$ cat src/rtl/game_pkg.sv
// Shared game-flow types and constants.
// Used by the flow controller, the action block and the HUD renderer.
package game_pkg;

   localparam int STATE_W = 3;

   localparam logic [7:0] CHAR_MIN_DEF = 8'h41;
   localparam logic [7:0] CHAR_MAX_DEF = 8'h5A;

   // Bit positions of the buttons inside the packed button vector
   localparam int BTN_LEFT  = 0;
   localparam int BTN_RIGHT = 1;
   localparam int BTN_UP    = 2;
   localparam int BTN_DOWN  = 3;
   localparam int BTN_CHOP  = 4;
   localparam int NUM_BTN   = 5;

   typedef enum logic [STATE_W-1:0] {
      WELCOME = 3'd0,
      START   = 3'd1,
      PLAY    = 3'd2,
      PAUSE   = 3'd3,
      FINISH  = 3'd4
   } game_state_t;

   function automatic logic [7:0] char_step(input logic [7:0] c, input logic inc,
                                            input logic [7:0] lo, input logic [7:0] hi);
      if (inc) begin
         return (c >= hi) ? lo : c + 8'd1;
      end
      return (c <= lo) ? hi : c - 8'd1;
   endfunction

endpackage

$ cat src/rtl/button_event.sv
// Per-button press detector with optional hold-to-repeat.
// evt pulses on the press and, when enabled, on every auto-repeat while held.
module button_event #(
   parameter int REPEAT_DELAY = 20,
   parameter int REPEAT_RATE  = 6,
   parameter bit REPEAT_EN    = 1'b0
) (
   input  logic clk,
   input  logic rst_n,
   input  logic btn,
   output logic press,
   output logic evt
);

   localparam logic [15:0] DELAY_LD = 16'(REPEAT_DELAY - 1);
   localparam logic [15:0] RATE_LD  = 16'(REPEAT_RATE);

   logic        btn_q;
   logic [15:0] rpt_q;
   logic [15:0] rpt_d;
   logic        rpt_hit;

   // rpt_q counts down the held frames left until the next repeat fires
   always_comb begin
      press   = btn & ~btn_q;
      rpt_hit = 1'b0;
      rpt_d   = rpt_q;
      if (!btn) begin
         rpt_d = '0;
      end else if (press) begin
         rpt_d = DELAY_LD;
      end else if (rpt_q <= 16'd1) begin
         rpt_hit = REPEAT_EN;
         rpt_d   = RATE_LD;
      end else begin
         rpt_d = rpt_q - 16'd1;
      end
      evt = press | rpt_hit;
   end

   always_ff @(negedge clk or negedge rst_n) begin
      if (!rst_n) begin
         btn_q <= 1'b0;
         rpt_q <= '0;
      end else begin
         btn_q <= btn;
         rpt_q <= rpt_d;
      end
   end

endmodule

$ cat src/rtl/game_flow_ctrl.sv
// Top-level game flow: WELCOME -> START -> PLAY <-> PAUSE -> FINISH.
// Also handles team-name entry. All state advances on the falling edge of vsync.
module game_flow_ctrl
   import game_pkg::*;
#(
   parameter int         NAME_LEN           = 3,
   parameter logic [7:0] CHAR_MIN           = CHAR_MIN_DEF,
   parameter logic [7:0] CHAR_MAX           = CHAR_MAX_DEF,
   parameter int         START_FRAMES       = 300,
   parameter int         FINISH_LOCK_FRAMES = 60,
   parameter int         REPEAT_DELAY       = 20,
   parameter int         REPEAT_RATE        = 6
) (
   input  logic                       vsync,
   input  logic                       reset,
   input  logic                       pause,
   input  logic                       left,
   input  logic                       right,
   input  logic                       up,
   input  logic                       down,
   input  logic                       chop,
   input  logic                       time_up,
   output logic [NAME_LEN-1:0][7:0]   team_name,
   output logic [$clog2(NAME_LEN):0]  cursor,
   output logic [STATE_W-1:0]         game_state,
   output logic [15:0]                start_count,
   output logic                       timer_go,
   output logic                       restart_timer
);

   localparam int             CW       = $clog2(NAME_LEN) + 1;
   localparam logic [CW-1:0]  CUR_MAX  = CW'(NAME_LEN - 1);
   localparam logic [CW-1:0]  CUR_ONE  = CW'(1);
   localparam logic [15:0]    START_LD = 16'(START_FRAMES);
   localparam logic [15:0]    LOCK_LD  = 16'(FINISH_LOCK_FRAMES);

   game_state_t               state_q, state_d;
   logic [NAME_LEN-1:0][7:0]  name_q, name_d;
   logic [CW-1:0]             cursor_q, cursor_d;
   logic [15:0]               start_cnt_q, start_cnt_d;
   logic [15:0]               lock_q, lock_d;
   logic                      timer_go_q, timer_go_d;
   logic                      restart_q, restart_d;
   int                        sel_idx;

   logic [NUM_BTN-1:0]        btn_vec;
   logic [NUM_BTN-1:0]        press_vec;
   logic [NUM_BTN-1:0]        evt_vec;

   assign btn_vec = {chop, down, up, right, left};

   for (genvar gi = 0; gi < NUM_BTN; gi++) begin : g_btn
      button_event #(
         .REPEAT_DELAY (REPEAT_DELAY),
         .REPEAT_RATE  (REPEAT_RATE),
         .REPEAT_EN    ((gi == BTN_UP) || (gi == BTN_DOWN))
      ) u_btn (
         .clk   (vsync),
         .rst_n (reset),
         .btn   (btn_vec[gi]),
         .press (press_vec[gi]),
         .evt   (evt_vec[gi])
      );
   end

   always_comb begin
      state_d     = state_q;
      name_d      = name_q;
      cursor_d    = cursor_q;
      start_cnt_d = start_cnt_q;
      lock_d      = lock_q;
      timer_go_d  = timer_go_q;
      restart_d   = restart_q;
      // Cursor 0 is the leftmost character, which lives at the top index
      sel_idx     = NAME_LEN - 1 - int'(cursor_q);

      case (state_q)
         WELCOME: begin
            timer_go_d = 1'b0;
            restart_d  = 1'b1;
            if (evt_vec[BTN_CHOP]) begin
               state_d     = START;
               start_cnt_d = START_LD;
            end else if (evt_vec[BTN_UP] || evt_vec[BTN_DOWN]) begin
               for (int i = 0; i < NAME_LEN; i++) begin
                  if (i == sel_idx) begin
                     name_d[i] = char_step(name_q[i], !evt_vec[BTN_UP], CHAR_MIN, CHAR_MAX);
                  end
               end
            end else if (evt_vec[BTN_RIGHT]) begin
               if (cursor_q < CUR_MAX) cursor_d = cursor_q + CUR_ONE;
            end else if (evt_vec[BTN_LEFT]) begin
               if (cursor_q != '0) cursor_d = cursor_q - CUR_ONE;
            end
         end

         START: begin
            timer_go_d = 1'b0;
            restart_d  = 1'b1;
            if (start_cnt_q == 16'd0) begin
               state_d    = PLAY;
               restart_d  = 1'b0;
               timer_go_d = 1'b1;
            end else begin
               start_cnt_d = start_cnt_q - 16'd1;
            end
         end

         PLAY: begin
            timer_go_d = 1'b1;
            restart_d  = 1'b0;
            if (time_up) begin
               state_d    = FINISH;
               timer_go_d = 1'b0;
               lock_d     = LOCK_LD;
            end else if (pause) begin
               state_d    = PAUSE;
               timer_go_d = 1'b0;
            end
         end

         PAUSE: begin
            timer_go_d = 1'b0;
            restart_d  = 1'b0;
            if (!pause) begin
               state_d    = PLAY;
               timer_go_d = 1'b1;
            end
         end

         FINISH: begin
            timer_go_d = 1'b0;
            restart_d  = 1'b0;
            if (lock_q != 16'd0) begin
               lock_d = lock_q - 16'd1;
            end else if (|press_vec) begin
               state_d   = WELCOME;
               restart_d = 1'b1;
               cursor_d  = '0;
            end
         end

         default: begin
            state_d    = WELCOME;
            timer_go_d = 1'b0;
            restart_d  = 1'b1;
            cursor_d   = '0;
         end
      endcase
   end

   always_ff @(negedge vsync or negedge reset) begin
      if (!reset) begin
         state_q     <= WELCOME;
         name_q      <= {NAME_LEN{CHAR_MIN}};
         cursor_q    <= '0;
         start_cnt_q <= START_LD;
         lock_q      <= '0;
         timer_go_q  <= 1'b0;
         restart_q   <= 1'b1;
      end else begin
         state_q     <= state_d;
         name_q      <= name_d;
         cursor_q    <= cursor_d;
         start_cnt_q <= start_cnt_d;
         lock_q      <= lock_d;
         timer_go_q  <= timer_go_d;
         restart_q   <= restart_d;
      end
   end

   assign team_name     = name_q;
   assign cursor        = cursor_q;
   assign game_state    = state_q;
   assign start_count   = start_cnt_q;
   assign timer_go      = timer_go_q;
   assign restart_timer = restart_q;

endmodule

$ cat config.mk
export PLATFORM = sky130hd
export DESIGN_NAME = game_flow_ctrl
export DESIGN_NICKNAME = d
export VERILOG_FILES = /design/src/rtl/game_pkg.sv /design/src/rtl/button_event.sv /design/src/rtl/game_flow_ctrl.sv
export SDC_FILE = /design/constraint.sdc
export NUM_CORES = 1
export LEC_CHECK = 0
export BUFFER_PORTS_ARGS = -buffer_cell sky130_fd_sc_hd__buf_2
export CORE_MARGIN = 2
export CORE_UTILIZATION = 35
export DETAILED_ROUTE_END_ITERATION = 8
export PLACE_DENSITY_LB_ADDON = 0.08
export SYNTH_ARGS = -nofsm -noshare
export SYNTH_HDL_FRONTEND = slang
export SYNTH_HIERARCHICAL = 1
export SYNTH_SLANG_ARGS = --single-unit
$ cat constraint.sdc
create_clock -name vsync -period 4.3 [get_ports vsync]
set_input_delay 0.43 -clock vsync [delete_from_list [all_inputs] [get_ports vsync]]
set_output_delay 0.43 -clock vsync [all_outputs]
set_load 0.005 [all_outputs]
==> impl_results.md <==
- Status: completed
- Pin count of the biggest net entering global routing: 102
- Post-CTS setup buffer count: 0
- Hpwl dp: 10,900 microns
- CTS sink cnt: 101
- Die span in x: 138 microns
- Worst-Skew Late Latency: 0.41 ns
- RePlAce Congestion: 0.818
- Max IR drop VDD: 0.000221 V
- PwrDens: 495 nW/um^2
- CTS Buffer Depth: 2
- CTS Root Cell: clkbuf_16
- TritonCTS clock tree: built
- Post-synth top area cell: dfrtn_1
- Max H-tree Level: 3
- Register bit total from synthesis: 101
- First-pass DRT Iterations: 4
- Vias post-DR: 5,386
- Worst hold path class: register to register
- Largest cells by area after synthesis: dfrtn_1 (36%), nor2_1 (4.9%), dfstp_2 (4.6%), ha_1 (3.8%), xor2_1 (3.4%)
- Placed Cells: 965
- RSZ-0062 raised after global routing: no
- Resized Gates After CTS: 0
- Detailed router's first-iteration violation count: 244
- Sequential cell area fraction in the yosys report: 40.6%
- Worst slew pin tran: 0.888 ns
- First-pass GRT wire length: 25,800 microns
- Setup Skew: 0.0639 ns
- Net Sw Power: 0.00136 W
- FF/Latch Area: 2540 sq um
- Startpoint Class: primary input
- Post-route ant nets: 0
- Syn Area/Cell: 9.00 sq um
- Number of global-route vias before repair: 5,198
- Internal Dissipation: 0.00223 W
- Sw frac: 37.8%
- Synth cell types: 69
- Syn Nets: 725
- Hold Buf Count CTS: 0
- Die Area: 19,000 sq um
- Diodes inserted: 0
- Initial antenna violation count: 0
- DRC errors left: 0
- Share of async-settable or async-resettable flops after synthesis: 100%
- Initial core utilization: 36.0%
- Post-Syn Instances: 696
- Clock-pin slew on the worst setup and hold paths: 0.05 ns
- Post-synth EDFFs: 0
- Leakage Power: 3.14 nW
- Syn. warnings: 6
- Max_cap viols: 0
- Slew margin rel.: 40.7%
- Final setup viols: 0
- Remaining global-route overflow: 0
- Rows: 48
- Drt via density: 5.43
- Non-Filler Instances: 991
- CORE AREA: 17,400 sq um
- Worst path arrival time: 2.07 ns
- Comb power frac: 33.3%
- Drt wl/cell: 15.4 microns
- Synth Flop Type: dfrtn_1
- # IOs: 57
- Final core occ: 41.6%
- Syn Std Cell Area: 6260 sq um
- Data required, critical path: 2.48 ns
- Final Hold Vio Count: 0
- Final Slew Violations: 0
- Die height: 138 microns
- Layout cell share with drive strength beyond 1: 17.2%
- CTS Buf Count: 9
- Area of the multi-input gates: 3440 sq um
- Max FO, Critical Path: 11
- Critical path endpoint category: register
- P&R area growth vs syn: 15.6%
- Filler Cells Inserted: 1,747
- Seq pwr share: 40.2%
- I/O Buffers: 56
- Routed wire length: 15,300 microns
- Crit Path Class: primary input to register
- Setup TNS: 0 ns
- Final Net Count: 790
- Total track usage: 16.9%
- Clock share of power: 26.6%
- Top cell type's share of synthesized area: 36.0%
-- power by group through the flow --
| stage | combinational [W] | sequential, W | clock (W) |
|---|---|---|---|
| after global placement | 0.00119 | 0.00144 | 0.0000171 |
| after global routing | 0.00136 | 0.00147 | 0.00103 |
| after detailed placement | 0.00120 | 0.00145 | 0.0000171 |
| after CTS | 0.00121 | 0.00144 | 0.000980 |
| after floorplan | 0.000840 | 0.00139 | 0.0000171 |
| final | 0.00119 | 0.00144 | 0.000952 |
-- logic make-up (layout without fill, tap and decap cells) --
group | after synthesis | after routing | share of synthesized area, %
buffers and inverters | 69 | 139 | 4.49
XOR/XNOR | 44 | 44 | 6.15
adder cells (fa/ha/maj) | 20 | 20 | 4.12
multiplexers | 6 | 6 | 0.979
flip-flops | 101 | 101 | 40.6
AND/OR/NAND/NOR | 288 | 288 | 26.1
AO/OA/AOI/OAI | 168 | 168 | 17.6
-- flip-flops by register name, summed over array words and instances (netlist names) --
signal             flops
timer_go               1
start_count           16
g_btn.u_btn/rpt_q     32
team_name             24
cursor                 3
g_btn.u_btn/btn_q      5
restart_timer          1
lock_q                16
game_state             3
-- cells in the mapped netlist (4+ instances only) --
cell type / count
ha_1: 19
o41ai_1: 4
nand4b_1: 7
and2_1: 4
nor3b_1: 8
nor3_1: 20
inv_1: 33
nor4b_1: 4
a31oi_1: 7
o31ai_1: 16
or4_4: 5
xor2_1: 24
nor4_1: 8
nor2_1: 82
dfrtn_1: 90
o21ai_0: 40
mux2i_1: 5
dfstp_2: 11
clkbuf_1: 24
buf_2: 8
nand3b_1: 5
xnor2_1: 20
o211ai_1: 11
nand4_1: 10
a21oi_1: 41
nor2b_1: 5
nand2_1: 41
nand2b_1: 9
or3_1: 13
nand3_1: 29
o21a_1: 4
a22o_1: 4
or4_1: 11
-- per-layer routing --
metal,global-route usage (%),share of wire (%),vias up
met5,0,0,-
met4,4.08,1.0,0
met3,3.46,4.1,12
met2,26.5,45,85
met1,23.9,50,2622
li1,-,-,2667
-- placed cells by master, fill, tap and decap left out, drive strengths merged, types with 11 or more instances in the layout --
master / count
dfrtn: 90
nor2: 83
buf: 80
inv: 46
nand2: 41
a21oi: 41
o21ai: 40
nand3: 29
xor2: 24
nor3: 22
xnor2: 20
ha: 19
o31ai: 16
or4: 16
nor4: 14
or3: 13
o211ai: 11
dfstp: 11
-- through the flow --
stage / total power [W] / setup WS (ns) / instance area [sq um] / hold slack [ns]
final: 0.00358 / 0.413 / 7240 / 0.443
after global routing: 0.00386 / 0.294 / 7240 / 0.468
after CTS: 0.00363 / 0.396 / 7240 / 0.440
after detailed placement: 0.00267 / -0.0161 / 6880 / 0.436
after global placement: 0.00265 / 0.0258 / 6880 / 0.428
after floorplan: 0.00225 / 0.106 / 6260 / 0.390
-- critical path: stages --
cell and delay, ns:
buf_2 0.11, nor2b_4 0.14, nor4_1 0.28, buf_4 0.17
and3_1 0.15, nand3_1 0.10, buf_4 0.20, or3_1 0.37
o211a_1 0.13
-- path summary, 6_finish.rpt --
kind                                          from                  endpoint  slack, ns  depth (start not counted)
max                                           chop             team_name[14]       0.41                          9
min                           g_btn[3].u_btn/btn_q   g_btn[3].u_btn/rpt_q[1]       0.44                          1
max reg2reg                g_btn[2].u_btn/rpt_q[8]             team_name[14]       1.28                         10
min reg2reg                   g_btn[3].u_btn/btn_q   g_btn[3].u_btn/rpt_q[1]       0.44                          1
max in group asynchronous                    reset            start_count[5]       1.61                          2
min in group asynchronous                    reset  g_btn[3].u_btn/rpt_q[11]       2.17                          2
-- final cells by class --
type	count	share of cell area [%]
well taps	225	3.89
clock buffers	9	3.11
clock inverters	18	1.95
repair buffers	80	6.74
inverters	32	1.66
multi-input cells	526	47.6
flip-flops and latches	101	35.1
Power figures use the tool's default switching activity.
